## config.mk

```make
export PLATFORM = sky130hd
export DESIGN_NAME = decode_stage
export DESIGN_NICKNAME = d
export VERILOG_FILES = /design/src/rtl/decode_stage.sv
export SDC_FILE = /design/constraint.sdc
export NUM_CORES = 1
export LEC_CHECK = 0
export ABC_AREA = 1
export CORE_MARGIN = 2
export CORE_UTILIZATION = 35
export DETAILED_ROUTE_END_ITERATION = 7
export SYNTH_ARGS = -nofsm -noshare
export SYNTH_HDL_FRONTEND = slang
export SYNTH_SLANG_ARGS = --single-unit
```

## constraint.sdc

```tcl
create_clock -name clk -period 5.6 [get_ports clk]
set_input_delay 0.56 -clock clk [delete_from_list [all_inputs] [get_ports clk]]
set_output_delay 0.56 -clock clk [all_outputs]
set_load 0.1 [all_outputs]
```

## src/rtl/decode_stage.sv

```systemverilog
// decode_stage
//
// Registered decode stage sitting between the fetch buffer and issue.
// Fetched instructions are queued in a small FIFO; the head entry is
// decoded (RV32I/RV64I, M, Zicsr, privileged ops) and handed to issue
// through a valid/ready output register. Serialising instructions and
// trapping bundles stall further decode until the back end releases us.
//
// Optional feature macro: DECODE_PERF_CNT_EN adds decode/stall counters.
//
// Ports:
//   clk, reset_n          clock (rising edge), async active-low reset
//   flush_i               pipeline flush, beats everything else
//   serialize_done_i      back end retired the pending serialising instr
//   if_valid_i/if_ready_o fetch handshake; if_ready_o is registered
//   if_instr_i/pc/fault   fetched word, its PC and fetch access fault
//   dec_valid_o/ready_i   issue handshake for the decoded bundle
//   dec_*                 decoded bundle fields
//   perf_dec_cnt_o       (DECODE_PERF_CNT_EN) bundles loaded
//   perf_stall_cnt_o     (DECODE_PERF_CNT_EN) cycles FIFO non-empty, no load
//
// Unit one-hot (bit): 0 ALU, 1 SHIFT, 2 BRANCH, 3 LSU, 4 MULDIV, 5 SYSTEM.
// Operation one-hot, meaning depends on the unit:
//   ALU    : 0 ADD  1 SUB  2 SLT  3 XOR  4 OR  5 AND
//   SHIFT  : 0 SLL  1 SRL  2 SRA
//   BRANCH : 0 JAL  1 JALR 2 BEQ  3 BNE  4 BLT 5 BGE  (all zero = AUIPC)
//   LSU    : 0 LOAD 1 STORE
//   MULDIV : 0 MUL  1 MULH 2 MULHSU 3 MULHU 4 DIV 5 REM
//   SYSTEM : 0 CSRRW 1 CSRRS 2 CSRRC 3 FENCE 4 XRET 5 WFI
// mret/sret are told apart by dec_csr_adr_o (instr[31:20]).
// NB_UNIT and NB_OPERATION are expected to be at least 6.

module decode_stage #(
  parameter int XLEN         = 32,
  parameter int IBUF_DEPTH   = 4,
  parameter int NB_UNIT      = 6,
  parameter int NB_OPERATION = 6
) (
  input  logic                    clk,
  input  logic                    reset_n,
  input  logic                    flush_i,
  input  logic                    serialize_done_i,
  input  logic                    if_valid_i,
  output logic                    if_ready_o,
  input  logic [31:0]             if_instr_i,
  input  logic [XLEN-1:0]         if_pc_i,
  input  logic                    if_fault_i,
  output logic                    dec_valid_o,
  input  logic                    dec_ready_i,
  output logic [XLEN-1:0]         dec_pc_o,
  output logic                    dec_rd_v_o,
  output logic                    dec_rs1_v_o,
  output logic                    dec_rs2_v_o,
  output logic [4:0]              dec_rd_adr_o,
  output logic [4:0]              dec_rs1_adr_o,
  output logic [4:0]              dec_rs2_adr_o,
  output logic [XLEN-1:0]         dec_imm_o,
  output logic [NB_UNIT-1:0]      dec_unit_o,
  output logic [NB_OPERATION-1:0] dec_op_o,
  output logic [3:0]              dec_access_size_o,
  output logic                    dec_unsigned_o,
  output logic                    dec_word_op_o,
  output logic [11:0]             dec_csr_adr_o,
  output logic                    dec_exc_v_o,
  output logic [3:0]              dec_exc_cause_o
`ifdef DECODE_PERF_CNT_EN
  ,
  output logic [XLEN-1:0]         perf_dec_cnt_o,
  output logic [XLEN-1:0]         perf_stall_cnt_o
`endif
);

  localparam int PW = $clog2(IBUF_DEPTH);
  localparam int CW = PW + 1;
  localparam logic [CW-1:0] DEPTH_CNT = CW'(IBUF_DEPTH);
  localparam bit RV64 = (XLEN == 64);

  localparam int U_ALU = 0, U_SHIFT = 1, U_BRU = 2, U_LSU = 3, U_MUL = 4, U_SYS = 5;

  localparam logic [6:0] OPC_LOAD   = 7'b0000011;
  localparam logic [6:0] OPC_MISC   = 7'b0001111;
  localparam logic [6:0] OPC_OPIMM  = 7'b0010011;
  localparam logic [6:0] OPC_AUIPC  = 7'b0010111;
  localparam logic [6:0] OPC_OPIMM32= 7'b0011011;
  localparam logic [6:0] OPC_STORE  = 7'b0100011;
  localparam logic [6:0] OPC_OP     = 7'b0110011;
  localparam logic [6:0] OPC_LUI    = 7'b0110111;
  localparam logic [6:0] OPC_OP32   = 7'b0111011;
  localparam logic [6:0] OPC_BRANCH = 7'b1100011;
  localparam logic [6:0] OPC_JALR   = 7'b1100111;
  localparam logic [6:0] OPC_JAL    = 7'b1101111;
  localparam logic [6:0] OPC_SYSTEM = 7'b1110011;

  typedef enum logic [1:0] {RUN, SER_WAIT, TRAP_WAIT} state_t;

  state_t state, state_next;

  logic [31:0]           instr_mem [IBUF_DEPTH];
  logic [XLEN-1:0]       pc_mem    [IBUF_DEPTH];
  logic [IBUF_DEPTH-1:0] fault_mem;
  logic [PW-1:0]         head_ptr, tail_ptr;
  logic [CW-1:0]         count, count_next;
  logic                  fifo_empty, push, load;

  logic [31:0]     hi;
  logic [XLEN-1:0] hi_pc;
  logic            hi_fault;
  logic [6:0]      opcode, f7;
  logic [5:0]      f6;
  logic [2:0]      f3;
  logic [4:0]      rd, rs1, rs2;
  logic [63:0]     imm_i, imm_s, imm_b, imm_u, imm_j, imm_sh, imm_sh5, imm_z;
  logic            shift_lo_ok, shift_ar_ok;

  logic                    d_rd_v, d_rs1_v, d_rs2_v;
  logic [63:0]             d_imm;
  logic [NB_UNIT-1:0]      d_unit;
  logic [NB_OPERATION-1:0] d_op;
  logic [3:0]              d_size;
  logic                    d_unsigned, d_word, illegal, is_ecall, is_ebreak, serial;
  logic [11:0]             d_csr;
  logic                    exc_v;
  logic [3:0]              exc_cause;

  assign fifo_empty = (count == '0);
  assign push       = if_valid_i && if_ready_o && !flush_i;
  // The output register only loads in RUN and when it is empty or being drained.
  assign load       = !fifo_empty && (state == RUN) && (!dec_valid_o || dec_ready_i) && !flush_i;
  assign count_next = count + CW'(push) - CW'(load);

  // FIFO storage needs no reset; occupancy is tracked by count.
  always_ff @(posedge clk) begin
    if (push) begin
      instr_mem[tail_ptr] <= if_instr_i;
      pc_mem[tail_ptr]    <= if_pc_i;
      fault_mem[tail_ptr] <= if_fault_i;
    end
  end

  // Pointers and occupancy. if_ready_o is registered from the next count,
  // so a full FIFO refuses a push even while it pops in the same cycle.
  always_ff @(posedge clk or negedge reset_n) begin
    if (!reset_n) begin
      head_ptr   <= '0;
      tail_ptr   <= '0;
      count      <= '0;
      if_ready_o <= 1'b1;
    end else if (flush_i) begin
      head_ptr   <= '0;
      tail_ptr   <= '0;
      count      <= '0;
      if_ready_o <= 1'b1;
    end else begin
      if (push) tail_ptr <= tail_ptr + PW'(1);
      if (load) head_ptr <= head_ptr + PW'(1);
      count      <= count_next;
      if_ready_o <= (count_next < DEPTH_CNT);
    end
  end

  assign hi       = instr_mem[head_ptr];
  assign hi_pc    = pc_mem[head_ptr];
  assign hi_fault = fault_mem[head_ptr];
  assign opcode   = hi[6:0];
  assign rd       = hi[11:7];
  assign f3       = hi[14:12];
  assign rs1      = hi[19:15];
  assign rs2      = hi[24:20];
  assign f7       = hi[31:25];
  assign f6       = hi[31:26];

  assign imm_i   = {{52{hi[31]}}, hi[31:20]};
  assign imm_s   = {{52{hi[31]}}, hi[31:25], hi[11:7]};
  assign imm_b   = {{51{hi[31]}}, hi[31], hi[7], hi[30:25], hi[11:8], 1'b0};
  assign imm_u   = {{32{hi[31]}}, hi[31:12], 12'b0};
  assign imm_j   = {{43{hi[31]}}, hi[31], hi[19:12], hi[20], hi[30:21], 1'b0};
  assign imm_sh  = {58'b0, (RV64 ? hi[25:20] : {1'b0, hi[24:20]})};
  assign imm_sh5 = {59'b0, hi[24:20]};
  assign imm_z   = {59'b0, hi[19:15]};

  // RV64 shifts use a 6-bit shamt, so only funct7[6:1] is checked there;
  // on RV32 a set bit 25 makes the shift illegal.
  assign shift_lo_ok = RV64 ? (f6 == 6'b000000) : (f7 == 7'b0000000);
  assign shift_ar_ok = RV64 ? (f6 == 6'b010000) : (f7 == 7'b0100000);

  // Combinational decode of the FIFO head entry.
  always_comb begin
    d_rd_v     = 1'b0;
    d_rs1_v    = 1'b0;
    d_rs2_v    = 1'b0;
    d_imm      = '0;
    d_unit     = '0;
    d_op       = '0;
    d_size     = '0;
    d_unsigned = 1'b0;
    d_word     = 1'b0;
    d_csr      = '0;
    illegal    = 1'b0;
    is_ecall   = 1'b0;
    is_ebreak  = 1'b0;
    serial     = 1'b0;
    case (opcode)
      OPC_LUI: begin
        d_unit[U_ALU] = 1'b1; d_op[0] = 1'b1; d_rd_v = 1'b1; d_imm = imm_u;
      end
      OPC_AUIPC: begin
        d_unit[U_BRU] = 1'b1; d_rd_v = 1'b1; d_imm = imm_u;
      end
      OPC_JAL: begin
        d_unit[U_BRU] = 1'b1; d_op[0] = 1'b1; d_rd_v = 1'b1; d_imm = imm_j;
      end
      OPC_JALR: begin
        d_unit[U_BRU] = 1'b1; d_op[1] = 1'b1; d_rd_v = 1'b1; d_rs1_v = 1'b1; d_imm = imm_i;
        illegal = (f3 != 3'b000);
      end
      OPC_BRANCH: begin
        d_unit[U_BRU] = 1'b1; d_rs1_v = 1'b1; d_rs2_v = 1'b1; d_imm = imm_b;
        case (f3)
          3'b000: d_op[2] = 1'b1;
          3'b001: d_op[3] = 1'b1;
          3'b100: d_op[4] = 1'b1;
          3'b101: d_op[5] = 1'b1;
          3'b110: begin d_op[4] = 1'b1; d_unsigned = 1'b1; end
          3'b111: begin d_op[5] = 1'b1; d_unsigned = 1'b1; end
          default: illegal = 1'b1;
        endcase
      end
      OPC_LOAD: begin
        d_unit[U_LSU] = 1'b1; d_op[0] = 1'b1; d_rd_v = 1'b1; d_rs1_v = 1'b1; d_imm = imm_i;
        case (f3)
          3'b000: d_size = 4'b0001;
          3'b001: d_size = 4'b0010;
          3'b010: d_size = 4'b0100;
          3'b011: begin d_size = 4'b1000; illegal = !RV64; end
          3'b100: begin d_size = 4'b0001; d_unsigned = 1'b1; end
          3'b101: begin d_size = 4'b0010; d_unsigned = 1'b1; end
          3'b110: begin d_size = 4'b0100; d_unsigned = 1'b1; illegal = !RV64; end
          default: illegal = 1'b1;
        endcase
      end
      OPC_STORE: begin
        d_unit[U_LSU] = 1'b1; d_op[1] = 1'b1; d_rs1_v = 1'b1; d_rs2_v = 1'b1; d_imm = imm_s;
        case (f3)
          3'b000: d_size = 4'b0001;
          3'b001: d_size = 4'b0010;
          3'b010: d_size = 4'b0100;
          3'b011: begin d_size = 4'b1000; illegal = !RV64; end
          default: illegal = 1'b1;
        endcase
      end
      OPC_OPIMM: begin
        d_rd_v = 1'b1; d_rs1_v = 1'b1; d_imm = imm_i; d_unit[U_ALU] = 1'b1;
        case (f3)
          3'b000: d_op[0] = 1'b1;
          3'b010: d_op[2] = 1'b1;
          3'b011: begin d_op[2] = 1'b1; d_unsigned = 1'b1; end
          3'b100: d_op[3] = 1'b1;
          3'b110: d_op[4] = 1'b1;
          3'b111: d_op[5] = 1'b1;
          3'b001: begin
            d_unit = '0; d_unit[U_SHIFT] = 1'b1; d_op[0] = 1'b1; d_imm = imm_sh;
            illegal = !shift_lo_ok;
          end
          default: begin
            d_unit = '0; d_unit[U_SHIFT] = 1'b1; d_imm = imm_sh;
            if (shift_lo_ok)      d_op[1] = 1'b1;
            else if (shift_ar_ok) d_op[2] = 1'b1;
            else                  illegal = 1'b1;
          end
        endcase
      end
      OPC_OPIMM32: begin
        d_rd_v = 1'b1; d_rs1_v = 1'b1; d_word = 1'b1; illegal = !RV64;
        case (f3)
          3'b000: begin d_unit[U_ALU] = 1'b1; d_op[0] = 1'b1; d_imm = imm_i; end
          3'b001: begin
            d_unit[U_SHIFT] = 1'b1; d_op[0] = 1'b1; d_imm = imm_sh5;
            if (f7 != 7'b0000000) illegal = 1'b1;
          end
          3'b101: begin
            d_unit[U_SHIFT] = 1'b1; d_imm = imm_sh5;
            if (f7 == 7'b0000000)      d_op[1] = 1'b1;
            else if (f7 == 7'b0100000) d_op[2] = 1'b1;
            else                       illegal = 1'b1;
          end
          default: illegal = 1'b1;
        endcase
      end
      OPC_OP: begin
        d_rd_v = 1'b1; d_rs1_v = 1'b1; d_rs2_v = 1'b1;
        if (f7 == 7'b0000001) begin
          d_unit[U_MUL] = 1'b1;
          case (f3)
            3'b000: d_op[0] = 1'b1;
            3'b001: d_op[1] = 1'b1;
            3'b010: d_op[2] = 1'b1;
            3'b011: d_op[3] = 1'b1;
            3'b100: d_op[4] = 1'b1;
            3'b101: begin d_op[4] = 1'b1; d_unsigned = 1'b1; end
            3'b110: d_op[5] = 1'b1;
            default: begin d_op[5] = 1'b1; d_unsigned = 1'b1; end
          endcase
        end else if (f7 == 7'b0000000) begin
          d_unit[U_ALU] = 1'b1;
          case (f3)
            3'b000: d_op[0] = 1'b1;
            3'b001: begin d_unit = '0; d_unit[U_SHIFT] = 1'b1; d_op[0] = 1'b1; end
            3'b010: d_op[2] = 1'b1;
            3'b011: begin d_op[2] = 1'b1; d_unsigned = 1'b1; end
            3'b100: d_op[3] = 1'b1;
            3'b101: begin d_unit = '0; d_unit[U_SHIFT] = 1'b1; d_op[1] = 1'b1; end
            3'b110: d_op[4] = 1'b1;
            default: d_op[5] = 1'b1;
          endcase
        end else if (f7 == 7'b0100000 && f3 == 3'b000) begin
          d_unit[U_ALU] = 1'b1; d_op[1] = 1'b1;
        end else if (f7 == 7'b0100000 && f3 == 3'b101) begin
          d_unit[U_SHIFT] = 1'b1; d_op[2] = 1'b1;
        end else begin
          illegal = 1'b1;
        end
      end
      OPC_OP32: begin
        d_rd_v = 1'b1; d_rs1_v = 1'b1; d_rs2_v = 1'b1; d_word = 1'b1; illegal = !RV64;
        case ({f7, f3})
          {7'b0000000, 3'b000}: begin d_unit[U_ALU] = 1'b1; d_op[0] = 1'b1; end
          {7'b0100000, 3'b000}: begin d_unit[U_ALU] = 1'b1; d_op[1] = 1'b1; end
          {7'b0000000, 3'b001}: begin d_unit[U_SHIFT] = 1'b1; d_op[0] = 1'b1; end
          {7'b0000000, 3'b101}: begin d_unit[U_SHIFT] = 1'b1; d_op[1] = 1'b1; end
          {7'b0100000, 3'b101}: begin d_unit[U_SHIFT] = 1'b1; d_op[2] = 1'b1; end
          {7'b0000001, 3'b000}: begin d_unit[U_MUL] = 1'b1; d_op[0] = 1'b1; end
          {7'b0000001, 3'b100}: begin d_unit[U_MUL] = 1'b1; d_op[4] = 1'b1; end
          {7'b0000001, 3'b101}: begin d_unit[U_MUL] = 1'b1; d_op[4] = 1'b1; d_unsigned = 1'b1; end
          {7'b0000001, 3'b110}: begin d_unit[U_MUL] = 1'b1; d_op[5] = 1'b1; end
          {7'b0000001, 3'b111}: begin d_unit[U_MUL] = 1'b1; d_op[5] = 1'b1; d_unsigned = 1'b1; end
          default: illegal = 1'b1;
        endcase
      end
      OPC_MISC: begin
        d_unit[U_SYS] = 1'b1; d_op[3] = 1'b1; serial = 1'b1;
        illegal = (f3[2:1] != 2'b00);
      end
      OPC_SYSTEM: begin
        d_unit[U_SYS] = 1'b1; d_csr = hi[31:20];
        case (f3)
          3'b000: begin
            if (hi == 32'h0000_0073) is_ecall = 1'b1;
            else if (hi == 32'h0010_0073) is_ebreak = 1'b1;
            else if (hi == 32'h3020_0073 || hi == 32'h1020_0073) begin
              d_op[4] = 1'b1; serial = 1'b1;
            end else if (hi == 32'h1050_0073) d_op[5] = 1'b1;
            else if (f7 == 7'b0001001 && rd == 5'd0) begin
              d_op[3] = 1'b1; d_rs1_v = 1'b1; d_rs2_v = 1'b1; serial = 1'b1;
            end else illegal = 1'b1;
          end
          3'b100: illegal = 1'b1;
          default: begin
            d_rd_v = 1'b1; serial = 1'b1;
            // Immediate forms reuse the rs1 field as a 5-bit zero-extended value.
            if (f3[2]) d_imm = imm_z;
            else       d_rs1_v = 1'b1;
            case (f3[1:0])
              2'b01:   d_op[0] = 1'b1;
              2'b10:   d_op[1] = 1'b1;
              default: d_op[2] = 1'b1;
            endcase
          end
        endcase
      end
      default: illegal = 1'b1;
    endcase
  end

  assign exc_v = hi_fault || illegal || is_ebreak || is_ecall;

  always_comb begin
    if (hi_fault)       exc_cause = 4'd1;
    else if (illegal)   exc_cause = 4'd2;
    else if (is_ebreak) exc_cause = 4'd3;
    else if (is_ecall)  exc_cause = 4'd11;
    else                exc_cause = 4'd0;
  end

  // Output register: loads pop the FIFO, a stalled bundle holds every field.
  always_ff @(posedge clk or negedge reset_n) begin
    if (!reset_n) begin
      dec_valid_o       <= 1'b0;
      dec_pc_o          <= '0;
      dec_rd_v_o        <= 1'b0;
      dec_rs1_v_o       <= 1'b0;
      dec_rs2_v_o       <= 1'b0;
      dec_rd_adr_o      <= '0;
      dec_rs1_adr_o     <= '0;
      dec_rs2_adr_o     <= '0;
      dec_imm_o         <= '0;
      dec_unit_o        <= '0;
      dec_op_o          <= '0;
      dec_access_size_o <= '0;
      dec_unsigned_o    <= 1'b0;
      dec_word_op_o     <= 1'b0;
      dec_csr_adr_o     <= '0;
      dec_exc_v_o       <= 1'b0;
      dec_exc_cause_o   <= '0;
    end else if (flush_i) begin
      dec_valid_o <= 1'b0;
    end else if (load) begin
      dec_valid_o       <= 1'b1;
      dec_pc_o          <= hi_pc;
      dec_rd_v_o        <= d_rd_v && !exc_v;
      dec_rs1_v_o       <= d_rs1_v && (rs1 != 5'd0) && !exc_v;
      dec_rs2_v_o       <= d_rs2_v && (rs2 != 5'd0) && !exc_v;
      dec_rd_adr_o      <= rd;
      dec_rs1_adr_o     <= rs1;
      dec_rs2_adr_o     <= rs2;
      dec_imm_o         <= d_imm[XLEN-1:0];
      dec_unit_o        <= d_unit;
      dec_op_o          <= d_op;
      dec_access_size_o <= d_size;
      dec_unsigned_o    <= d_unsigned;
      dec_word_op_o     <= d_word;
      dec_csr_adr_o     <= d_csr;
      dec_exc_v_o       <= exc_v;
      dec_exc_cause_o   <= exc_cause;
    end else if (dec_ready_i) begin
      dec_valid_o <= 1'b0;
    end
  end

  always_ff @(posedge clk or negedge reset_n) begin
    if (!reset_n) state <= RUN;
    else          state <= state_next;
  end

  // Trap bundles take precedence over serialising ones; only flush leaves TRAP_WAIT.
  always_comb begin
    state_next = state;
    if (flush_i) begin
      state_next = RUN;
    end else begin
      case (state)
        RUN: begin
          if (load && exc_v)       state_next = TRAP_WAIT;
          else if (load && serial) state_next = SER_WAIT;
        end
        SER_WAIT: if (serialize_done_i) state_next = RUN;
        default:  state_next = TRAP_WAIT;
      endcase
    end
  end

`ifdef DECODE_PERF_CNT_EN
  // Free-running counters; they wrap and survive flushes.
  always_ff @(posedge clk or negedge reset_n) begin
    if (!reset_n) begin
      perf_dec_cnt_o   <= '0;
      perf_stall_cnt_o <= '0;
    end else begin
      if (load)                perf_dec_cnt_o   <= perf_dec_cnt_o + XLEN'(1);
      if (!fifo_empty && !load) perf_stall_cnt_o <= perf_stall_cnt_o + XLEN'(1);
    end
  end
`else
  // Without the performance counters there is nothing extra to build.
`endif

endmodule

```

**Word level (Yosys, flattened, before mapping)**

Memory sizes are Yosys's and may differ from the RTL's. A register that Yosys moved wholly into a read port is not among the register bits.
Index checks and enable logic that the tools add are counted.
W data, S select, Z words.

- Word-level logic and storage cells: 304
- Memories: 2
- Bits in registers: 100
- Input port bits: 71
- Bits in writable memories: 256
- Output and inout port bits: 119
- Bits in read-only memories: 0
- Bits in latches: 0

Memories:

| memory | words | bits a word | read ports | clocked after Yosys merged registers in | wr ports | RTL line | RTL |
|---|---|---|---|---|---|---|---|
| instr_mem | 4 | 32 | 1 | 0 | 1 | 98 | `logic [31:0] instr_mem [IBUF_DEPTH];` |
| pc_mem | 4 | 32 | 1 | 1 | 1 | 99 | `logic [XLEN-1:0] pc_mem [IBUF_DEPTH];` |

- Divide/modulo/power cells: 0
- $lt $le $gt $ge: 4
- Reduce and logical (&&, ||, !) cells: 83
- Bitwise gates (word level): 1
- Add/subtract/negate cells: 4
- Multipliers: 0
- Mux-type cells: 146
- Shift-type cells: 0
- Equal/unequal tests: 42

Operators by type and width:

| cell | number |
|---|---|
| $pmux W32 S8 | 1 |
| $mux W1 | 86 |
| $eq A32 B29 Y1 const B | 2 |
| $pmux W32 S2 | 1 |
| $eq A10 B4 Y1 const B | 5 |
| $reduce_or A2 Y1 | 22 |
| $eq A7 B6 Y1 const B | 5 |
| $eq A32 B21 Y1 const B | 1 |
| $eq A32 B30 Y1 const B | 1 |
| $eq A32 B7 Y1 const B | 1 |
| $mux W32 | 1 |
| $pmux W4 S4 | 2 |
| $eq A7 B7 Y1 const B | 4 |
| $mux W2 | 13 |
| $reduce_or A6 Y1 | 4 |
| $eq A7 B5 Y1 const B | 3 |
| $eq A10 B9 Y1 const B | 2 |
| $mux W4 | 5 |
| $pmux W1 S5 | 4 |
| $mux W3 | 6 |
| $pmux W1 S2 | 9 |
| $reduce_or A3 Y1 | 6 |
| $logic_and A1 B1 Y1 | 16 |
| $reduce_or A5 Y1 | 3 |
| 47 further kinds | 77 |

**Logic depth before layout (Yosys ltp)**

An unclocked memory read counts as a cell.

- Depth in word-level cells: 17
- Gate-level depth with buffers: 22
- Mapped depth without buffers: 20

**Worst setup path after synthesis**

No wires, ideal clock.

- Path kind: reg2reg
- Start point: reg if_ready_o
- End point: reg fault_mem[0], enable pin
- Data required time: 5111 ps
- Stages on the path, launching flop included: 3
- Data arrival time: 3891 ps
- Clock period less this slack: 4379 ps
- Slack: 1221 ps
- Cell sequence: dfstp_2 -> nand3_1 -> nor2_1

- Longest elaborated chain between the ends: 2

RTL lines:

| item | RTL line | RTL |
|---|---|---|
| start, declared | 44 | `output logic if_ready_o,` |
| start signal, assigned | 157 | `if_ready_o <= (count_next < DEPTH_CNT);` |
| $logic_and A1 B1 Y1 (2 in a row) | 126 | `assign push = if_valid_i && if_ready_o && !flush_i;` |
| end signal, assigned by index | 136 | `fault_mem[tail_ptr] <= if_fault_i;` |
| end, declared | 100 | `logic [IBUF_DEPTH-1:0] fault_mem;` |

No other way between the ends.
A chain may end at the register's enable or synchronous reset.

**Worst setup path in the final report**

- Start point: reg head_ptr[0]
- End point: reg dec_imm_o[10]

- Longest elaborated chain between the ends: 5
- Elaborated cells between the ends (all ways): 26
- Those cells by class: 17 x eq/ne; 3 x mux; 5 x reduce/logical; 1 x memory

RTL lines:

| item | RTL line | RTL |
|---|---|---|
| start, declared | 101 | `logic [PW-1:0] head_ptr, tail_ptr;` |
| start signal, assigned | 155 | `if (load) head_ptr <= head_ptr + PW'(1);` |
| $mem_v2 Z4 W32 (*) | -- |  |
| $eq A3 B3 Y1, or another cell as far along | 274 | `case (f3)` |
| $reduce_or A2 Y1 (no line) or $reduce_or A6 Y1 (tied branches) | -- |  |
| $pmux W32 S2 or $mux W32 (tied branches) | 274, 253 |  |
| $pmux W32 S8 (*) | 202 | `case (opcode)` |
| end signal, assigned | 415 | `dec_imm_o <= d_imm[XLEN-1:0];` |
| end, declared | 57 | `output logic [XLEN-1:0] dec_imm_o,` |

Mark *: on every way between the ends. The rest lies on a longest branch, timed or not.

==> reports/qor.yml <==
critPathLaunchType: "flip-flop"
drcViolationCount: 0
end_kind: "flip-flop"
setup_violations: 0
place.detailed.hpwl_um: 29900
final_cell_count_no_fill: 2351
die_height_um: 219
post-synth-top-count-cell: "nand2_1"
grt_pass1_vias: 11500
synth_area_leader_cell: "edfxtp_1"
ir_drop_mv: 0.581
postSynthAreaPerCell_um2: 10.5
fin_crit_sh_pct: 74.1
required_ns: 6.00
via_count: 11800
max_cap_violations: 0
start_util_pct: 35.5
syn2layout_area_growth_pct: 23.1
finalCriticalPeriod_ns: 4.15
place_area_um2: 18600
routed_via_density: 5.02
synthesis.nets: 1621
finalInstanceArea_um2: 19900
fin_nets: 1796
hold_violations: 0
drtPass1Iterations: 5
rsz0062_at_grt: "no"
utilization_pct: 43.7
status: "finished, final reports clean"
arrival_ns: 4.55
worstMarginPinSlew_ns: 1.04
finalMaxSlewViolations: 0
cts_tree: "built"
drt_iter0_markers: 1034
fin_setup_tns_ns: 0
clk_pin_slew_worst_paths_ns: 0.06
ys.flop_type: "edfxtp_1"
io_pins: 190
portBuffers: 188
insertion_delay_ns: 0.56
min_path_type: "in2async"
synth-seq-area-share_pct: 68.1
die_area_um2: 47900
synth_top_cells_by_area: "edfxtp_1 (48%), dfrtp_1 (20%), nand2_1 (11%)"
synth-edff-count: 260
grtUsageTotal_pct: 19.2
ys_ff_latch: 387
ys_types: 45
drt_wl_total_um: 45800
clockBufferDepth: 3
syn_area_um2: 16100
synth_top_area_share_pct: 48.4
place_congestion: 0.911
fmax_mhz: 241
antenna_found_initial: 10
dp.cells: 2275
numClockSinks: 387
clockRootBuffer: "clkbuf_16"
p_leak_nw: 7.80
power_density_nw_per_um2: 581
ant_nets: 0
crit_path_max_fanout: 74
total_power_mw: 11.5
overflow: 0
rows: 78
drive_gt1_share_pct: 5.95
cts_setup_buffers: 0
h-tree-depth: 2
cts_buffers: 41
wl_per_cell_um: 19.5
crit_type: "reg2reg"
synthCells: 1543
holdWs_ns: 0.119
post_cts_hold_buffer_count: 0
core_um2: 45500
synth_common_cells: "nand2_1 (489), edfxtp_1 (260), nor2_1 (151), dfrtp_1 (126), o21ai_0 (120)"
async_flop_share_pct: 32.8
ys_warn_count: 0
post_cts_resized: 0
grt_start_max_net_pins: 110
finalClockSkew_ns: 0.0244
max-slew-margin-rel_pct: 30.4
die-width_um: 219
worst_slack_ns: 1.45
grt_pass1_wl_um: 69500
place_ws_ns: 1.50
cells by family after synthesis:
group                    synth area share (%)
other                                  0.0232
flip-flops                               68.1
AND/OR/NAND/NOR                          19.1
buffers and inverters                    3.79
adder cells (fa/ha/maj)                 0.589
AO/OA/AOI/OAI                            8.42
flip-flops by register name (all words and copies together), names as in the netlist, 3 cells and up:
register and cells:
dec_imm_o 32, dec_csr_adr_o 12, pc_mem 128, fault_mem 4, count 3, dec_access_size_o 4, dec_pc_o 32, dec_unit_o 6
dec_exc_cause_o 3, dec_op_o 6, dec_rs2_adr_o 5, dec_rs1_adr_o 5, instr_mem 128, dec_rd_adr_o 5
worst paths after layout:
kind,start,slack (ns),to,cells after the start
hold reg to reg,dec_pc_o[30],0.47,dec_pc_o[30],2
min in group clk,dec_pc_o[30],0.47,dec_pc_o[30],2
setup reg to reg,head_ptr[0],1.45,dec_imm_o[10],12
setup / recovery,head_ptr[0],1.45,dec_imm_o[10],12
hold / removal,reset_n,0.12,dec_exc_cause_o[0],1
max in group asynchronous,reset_n,4.34,dec_exc_cause_o[1],2
critical path: stages, from the launching register on:
cell	delay [ns]
dfrtp_4	0.81
buf_4	0.73
nand2_1	0.16
nand2_1	0.11
nand2_1	0.05
nand2_1	0.26
nor2_1	0.14
nand2_1	0.17
nand2_1	0.35
nor2_4	0.40
nand4_1	0.17
o311ai_2	0.48
o21ai_0	0.14
layout by cell type, fill, tap and decap left out, types with 2 or more instances in the layout:
| master | instances |
|---|---|
| o21ai_0 | 120 |
| buf_4 | 15 |
| a21oi_1 | 25 |
| inv_2 | 6 |
| clkdlybuf4s50_1 | 187 |
| dfrtp_1 | 124 |
| edfxtp_1 | 260 |
| o31ai_1 | 10 |
| o21ai_1 | 18 |
| nor2_4 | 8 |
| nand2_1 | 489 |
| o41ai_1 | 2 |
| nor2_1 | 146 |
| diode_2 | 4 |
| clkbuf_16 | 42 |
| clkbuf_1 | 12 |
| o2111ai_1 | 2 |
| ha_1 | 6 |
| clkbuf_8 | 5 |
| o211ai_1 | 4 |
| inv_1 | 65 |
| clkinv_1 | 7 |
| nor2_2 | 7 |
| nor3_1 | 7 |
| nand3_1 | 90 |
| nand2_2 | 4 |
| inv_4 | 2 |
| clkinv_2 | 2 |
| nand3b_1 | 2 |
| nand4_1 | 8 |
| a31oi_1 | 6 |
| o22ai_1 | 42 |
where the power goes:
group | internal, mW | switching, mW | total (mW)
logic | 1.10 | 4.08 | 5.18
clock network | 1.49 | 1.08 | 2.57
registers | 3.50 | 0.291 | 3.79
per-layer routing:
metal	up-vias	share of wire, %	track usage (%)
met5	-	0.14	0
met4	10	2.7	6.85
met3	99	6.7	3.99
met2	392	46	29.8
met1	5668	44	26.6
li1	5635	-	-
layout make-up:
cell class / instances / area (µm²)
Fill cell: 4360 / 25600
Inverter: 73 / 279
Clock buffer: 59 / 1160
Antenna cell: 4 / 10.0
Sequential cell: 387 / 11000
Timing Repair Buffer: 203 / 2000
Clock inverter: 13 / 98.8
Tap cell: 600 / 751
Multi-Input combinational cell: 1012 / 4580
Note: power is estimated with default switching activity, not from simulation.
